--- config.mk ---
export PLATFORM = sky130hd
export DESIGN_NAME = stitch_pipe_ctrl
export DESIGN_NICKNAME = d
export VERILOG_FILES = /design/src/rtl/stitch_pipe_ctrl.sv
export SDC_FILE = /design/constraint.sdc
export NUM_CORES = 1
export LEC_CHECK = 0
export BUFFER_PORTS_ARGS = -buffer_cell sky130_fd_sc_hd__buf_2
export CORE_AREA = 2 2 39 41
export DETAILED_ROUTE_END_ITERATION = 10
export DIE_AREA = 0 0 41 43
export PLACE_DENSITY = 0.45
export RECOVER_POWER = 50
export SETUP_SLACK_MARGIN = 0.1
export SLEW_MARGIN = 20
export SYNTH_ARGS = -nofsm -noshare
export SYNTH_HDL_FRONTEND = slang
export SYNTH_SLANG_ARGS = --single-unit
--- constraint.sdc ---
create_clock -name clk -period 4.5 [get_ports clk]
set_clock_uncertainty 0.05 [all_clocks]
set_input_delay 0.45 -clock clk [delete_from_list [all_inputs] [get_ports clk]]
set_output_delay 0.45 -clock clk [all_outputs]
set_load 0.02 [all_outputs]
--- src/rtl/stitch_pipe_ctrl.sv ---
// Valid/ready controller driving load enables for the p1..pN banks of a stitched pipeline.
// Latency STAGES cycles; out_ready low stalls the banks. STITCH_PIPE_COLLAPSE_EN lets upstream bubbles collapse, otherwise all banks stall together.
module stitch_pipe_ctrl #(
    parameter int STAGES = 2,
    parameter int OCC_W  = $clog2(STAGES + 1)
) (
    input  logic              clk,
    input  logic              rst_n,
    input  logic              in_valid,
    output logic              in_ready,
    output logic              out_valid,
    input  logic              out_ready,
    input  logic              flush,
    output logic [STAGES-1:0] stage_en,
    output logic [STAGES-1:0] stage_valid,
    output logic [OCC_W-1:0]  occupancy,
    output logic              busy
);

    logic [STAGES-1:0] valid_q, valid_d;
    logic [OCC_W-1:0]  occ_q, occ_d;
    logic [STAGES:0]   v;
    logic [STAGES:1]   adv;
    logic              accept, drain;
`ifdef STITCH_PIPE_COLLAPSE_EN
    logic              adv_up;
`else
    logic              stall;
`endif

    always_comb begin
        v   = {valid_q, in_valid};
        adv = '0;
`ifdef STITCH_PIPE_COLLAPSE_EN
        // Ripple from the output back: a bank may move if it is empty or its successor moves.
        adv_up = out_ready;
        for (int k = STAGES; k >= 1; k--) begin
            adv[k] = !v[k] || adv_up;
            adv_up = adv[k];
        end
`else
        stall = v[STAGES] && !out_ready;
        for (int k = 1; k <= STAGES; k++) begin
            adv[k] = !stall;
        end
`endif
    end

    always_comb begin
        stage_en = '0;
        valid_d  = '0;
        for (int k = 1; k <= STAGES; k++) begin
            stage_en[k-1] = v[k-1] && adv[k] && !flush && rst_n;
            valid_d[k-1]  = !flush && (adv[k] ? v[k-1] : valid_q[k-1]);
        end
    end

    assign in_ready = adv[1] && !flush && rst_n;
    assign accept   = in_valid && in_ready;
    assign drain    = valid_q[STAGES-1] && out_ready;

    always_comb begin
        occ_d = occ_q;
        if (flush) begin
            occ_d = '0;
        end else begin
            occ_d = occ_q + OCC_W'(accept) - OCC_W'(drain);
        end
    end

    always_ff @(posedge clk) begin
        if (!rst_n) begin
            valid_q <= '0;
            occ_q   <= '0;
        end else begin
            valid_q <= valid_d;
            occ_q   <= occ_d;
        end
    end

    assign stage_valid = valid_q;
    assign out_valid   = valid_q[STAGES-1];
    assign occupancy   = occ_q;
    assign busy        = |occ_q;

endmodule

# After elaboration in Yosys (flattened, before gate mapping)
# Cells that the tools add are included.
[op_classes] addsub=2 mux=2 bitwise_logic=1 reduce_logical=18
[ops] op="$logic_and A1 B1 Y1" count=13
[ops] op="$reduce_or A2 Y1" count=2
[ops] op="$logic_not A1 Y1" count=3
[ops] op="$add A2 B1 Y2" count=1
[ops] op="$mux W1" count=2
[ops] op="$sub A2 B1 Y2" count=1
[ops] op="$not A1 Y1" count=1
[word_totals] regBits=4 input_bits=5 output_inout_bits=9

# Depth between registers and ports, before layout
[depth] word_depth=8 mapped_depth=9 ltp_nobuf=9

# Least setup slack after synthesis
# Ideal clock, no wire load.
[synth_path] path_kind="in2reg" startpoint="in flush" endpoint="reg occ_q[1] (netlist: occupancy[1])" arrival_time_ps=1715 required_ps=4335 slack_ps=2620 cell_stages=9 path_buffers=0 path_cell_list="nand2b_4 > nor2_2 > nand2_1 > ha_1 > inv_1 > ha_1 > xor2_1 > xnor2_1 > nor2_1"
[synth_between] elab_chain_len=6 word_cells_on_any_way=7 cone_classes="add/sub: 2; reduce/logical: 5"
[synth_rtl] element="from (decl)" line="13" text="input logic flush,"
[synth_rtl] element="$logic_not A1 Y1" line="58" text="assign in_ready = adv[1] && !flush && rst_n;"
[synth_rtl] element="$logic_and A1 B1 Y1 (2 in a row)" line="58"
[synth_rtl] element="via in_ready" line="10" text="output logic in_ready,"
[synth_rtl] element="$logic_and A1 B1 Y1" line="59" text="assign accept = in_valid && in_ready;"
[synth_rtl] element="$add A2 B1 Y2" line="67" text="occ_d = occ_q + OCC_W'(accept) - OCC_W'(drain);"
[synth_rtl] element="$sub A2 B1 Y2" line="67"
[synth_rtl] element="to (signal assigned)" line="74" text="occ_q <= '0;"
[synth_rtl] element="to (signal assigned)" line="77" text="occ_q <= occ_d;"
[synth_rtl] element="to (decl)" line="21" text="logic [OCC_W-1:0] occ_q, occ_d;"
# The timed path passes the listed nets, and every way through them passes these cells.
# A chain may end at the register's enable or synchronous reset.

# Final worst setup path
[layout_path] startpoint="reg valid_q[1] (netlist: stage_valid[1])" endpoint="out stage_en[1]"
[layout_between] elab_chain_len=5
[layout_rtl] element="from (decl)" line="20" text="logic [STAGES-1:0] valid_q, valid_d;"
[layout_rtl] element="from (signal assigned)" line="76" text="valid_q <= valid_d;"
[layout_rtl] element="$logic_and A1 B1 Y1" line="42" text="stall = v[STAGES] && !out_ready;"
[layout_rtl] element="$logic_not A1 Y1" line="44" text="adv[k] = !stall;"
[layout_rtl] element="$logic_and A1 B1 Y1 (3 in a row)" line="53" text="stage_en[k-1] = v[k-1] && adv[k] && !flush && rst_n;"
[layout_rtl] element="to (decl)" line="14" text="output logic [STAGES-1:0] stage_en,"
# No other way between the ends.

==> flow_summary.toml <==
[sta]
setup_violations = 0
layout_worst_path_cycle_share = 0.391
maxSlewHeadroom = 0.808
worst_slew_pin_slew_ps = 287
tns_ps = 0
finalMaxSlewViolations = 0
min_period_ps = 1760
fmax_mhz = 569
finalHoldViolations = 0
fin_ws_ps = 2740
rsz0062_at_grt = "false"

[power_and_ir_drop]
ir_drop_v = 0.0000732
p_leak_nw = 0.169
power.density_mw_per_mm2 = 295
power.total_mw = 0.0934

[cts]
hold_buffers = 0
cts-resized-gates = 0
cts_tree = "built"
post_cts_buffers = 0
cts_inserted_buffers = 3
cts.sink_count = 4
clockBufferDepth = 2
htreeDepth = 1
clk_pin_slew_ps = 40
clk_latency_ps = 230
cts-root-buf = "clkbuf_4"

[grt]
met1_usage = 0.0804
antenna_found_initial = 0
grt_overflow = 0
use_met2 = 0.0531
grtUsageMet3 = 0.0314
grt_usage = 0.0602
busiest_layer = "met1"
grt_pass1_vias = 172
grt_pass1_wl_um = 634
grt_max_degree = 6

[floorplan]
die-height_um = 43
boundaryPins = 14
dieArea_sq_mm = 0.00176
start_util = 0.165
rows = 14
core_area_sq_mm = 0.00138
fp.dieW_um = 41

[layout]
fin_area_sq_um = 317
nets = 49
fillerInstances = 161
synthToLayoutAreaGrowth_pct = 38.3
fin_util = 0.229
drive_gt1_frac = 0.350
diodes = 0

[worst_setup_path]
start_kind = "flip-flop"
r2r_setup_slack_ps = 2750
required_ps = 4000
slowest_stage = "dfxtp_1"
path_cells = "nor2b_1 > nor2_2 > and2_1 > buf_2"
critical_path_class = "flip-flop to output pin"
cp-end-kind = "output pin"
worstPathMaxFanout = 4
slowest_delay_ps = 330
r2r-start = "stage_valid[1]"
crit_arrival_ps = 1260
timing.rr.end = "occupancy[1]"
rr_worst_depth = 9

[synth]
synthDistinctLibCells = 14
synth_area_leaders = "dfxtp_1 35%, ha_1 11%, and2_1 8.2%"
yosys_warnings = 0
synth_area_leader_cell = "dfxtp_1"
synth_edf_count = 0
ys_async_sr_fraction = 0
synth_top_cell_area_share = 0.350
syn_nets = 32
yosys_register_bits = 4
ys_seq_area_frac = 0.350
postSynthAreaPerCell_sq_um = 9.16
synth_most_common_cell = "nor2_1"
yosys_most_used_dff = "dfxtp_1"
synth_common_cells = "5 x nor2_1, 4 x dfxtp_1, 3 x and2_1"
synth.cell_area_sq_um = 229
syn-instance-count = 25

[route]
routed_via_density = 3.55
first_iter_violations = 0
wl_per_cell_um = 7.04
firstDrtPassIters = 1
ant_nets = 0
wirelength_um = 394
drc = 0
vias = 199

[hold_path]
hp-class = "input pin to flip-flop"
hold_path.startpoint = "in_valid"
hold-path-cell-count = 3
min_to = "stage_valid[0]"

[outcome]
status = "complete, no violations"

[placement]
portBuffers = 13
post-place-ws_ps = 2590
place_area_sq_um = 307
globalplace.congestion = 0.616
hpwl_um = 326

[flow_run]
cap_violations = 0
==> through the flow <==
stage | cells | hold slack, ps
2_1_floorplan | 25 | 523
3_3_place_gp | 53 | 468
3_5_place_dp | 53 | 464
4_1_cts | 56 | 420
5_1_grt | 56 | 456
6_report | 56 | 428
==> sequential cells by signal (all words and copies together) (netlist names) <==
signal / count
stage_valid: 2
occupancy: 2
==> worst max path at each step <==
stage / start / end
3_5_place_dp: flush / occupancy[1]
3_3_place_gp: flush / occupancy[1]
4_1_cts: stage_valid[1] / occupancy[1]
5_1_grt: stage_valid[1] / occupancy[1]
2_1_floorplan: flush / occupancy[1]
6_report: stage_valid[1] / stage_en[1]
==> routing by layer <==
layer / share of wire / vias up / wire [um]
met5: 0 / - / 0
met2: 0.40 / 11 / 157
met1: 0.48 / 83 / 188
met3: 0.12 / 0 / 48
li1: - / 105 / -
met4: 0 / 0 / 0
==> logic make-up after synthesis <==
| kind of cell | Yosys count | synth area share |
|---|---|---|
| adder cells (fa/ha/maj) | 2 | 0.109 |
| buffers and inverters | 3 | 0.0656 |
| multiplexers | 1 | 0.0437 |
| XOR/XNOR | 2 | 0.0765 |
| AND/OR/NAND/NOR | 13 | 0.355 |
| flip-flops | 4 | 0.350 |
==> power by group <==
part | internal (mW) | total, mW | switching (mW)
sequential | 0.0366 | 0.0372 | 0.000692
clock | 0.0298 | 0.0438 | 0.0140
combinational | 0.00515 | 0.0124 | 0.00724
total | 0.0715 | 0.0934 | 0.0219
==> cell type report <==
| cell class | instances | area [sq um] | share of cell area |
|---|---|---|---|
| clock buffer | 3 | 22.5 | 0.0711 |
| inverter | 2 | 7.51 | 0.0237 |
| sequential | 4 | 80.1 | 0.253 |
| timing repair buffer | 13 | 60.1 | 0.190 |
| multi-input combinational | 18 | 126 | 0.399 |
| tap | 16 | 20.0 | 0.0632 |
==> critical path: cells and delay by family, from the launching register on <==
kind / cells / cell delay, ps
and+or+nand+nor: 3 / 550
DFF: 1 / 330
buffers and inverters: 1 / 150
==> cells in the final DEF (no fill, tap or decap) <==
| cell type | instances |
|---|---|
| nand2b_4 | 1 |
| nor2_2 | 1 |
| clkbuf_1 | 4 |
| xor2_1 | 1 |
| mux2i_1 | 1 |
| or2_1 | 1 |
| nor2b_1 | 1 |
| ha_1 | 2 |
| nor2_1 | 5 |
| buf_2 | 9 |
| and2_1 | 3 |
| inv_1 | 2 |
| dfxtp_1 | 4 |
| nand2_1 | 1 |
| clkbuf_4 | 3 |
| xnor2_1 | 1 |
Note: power is estimated with default switching activity, not from simulation.
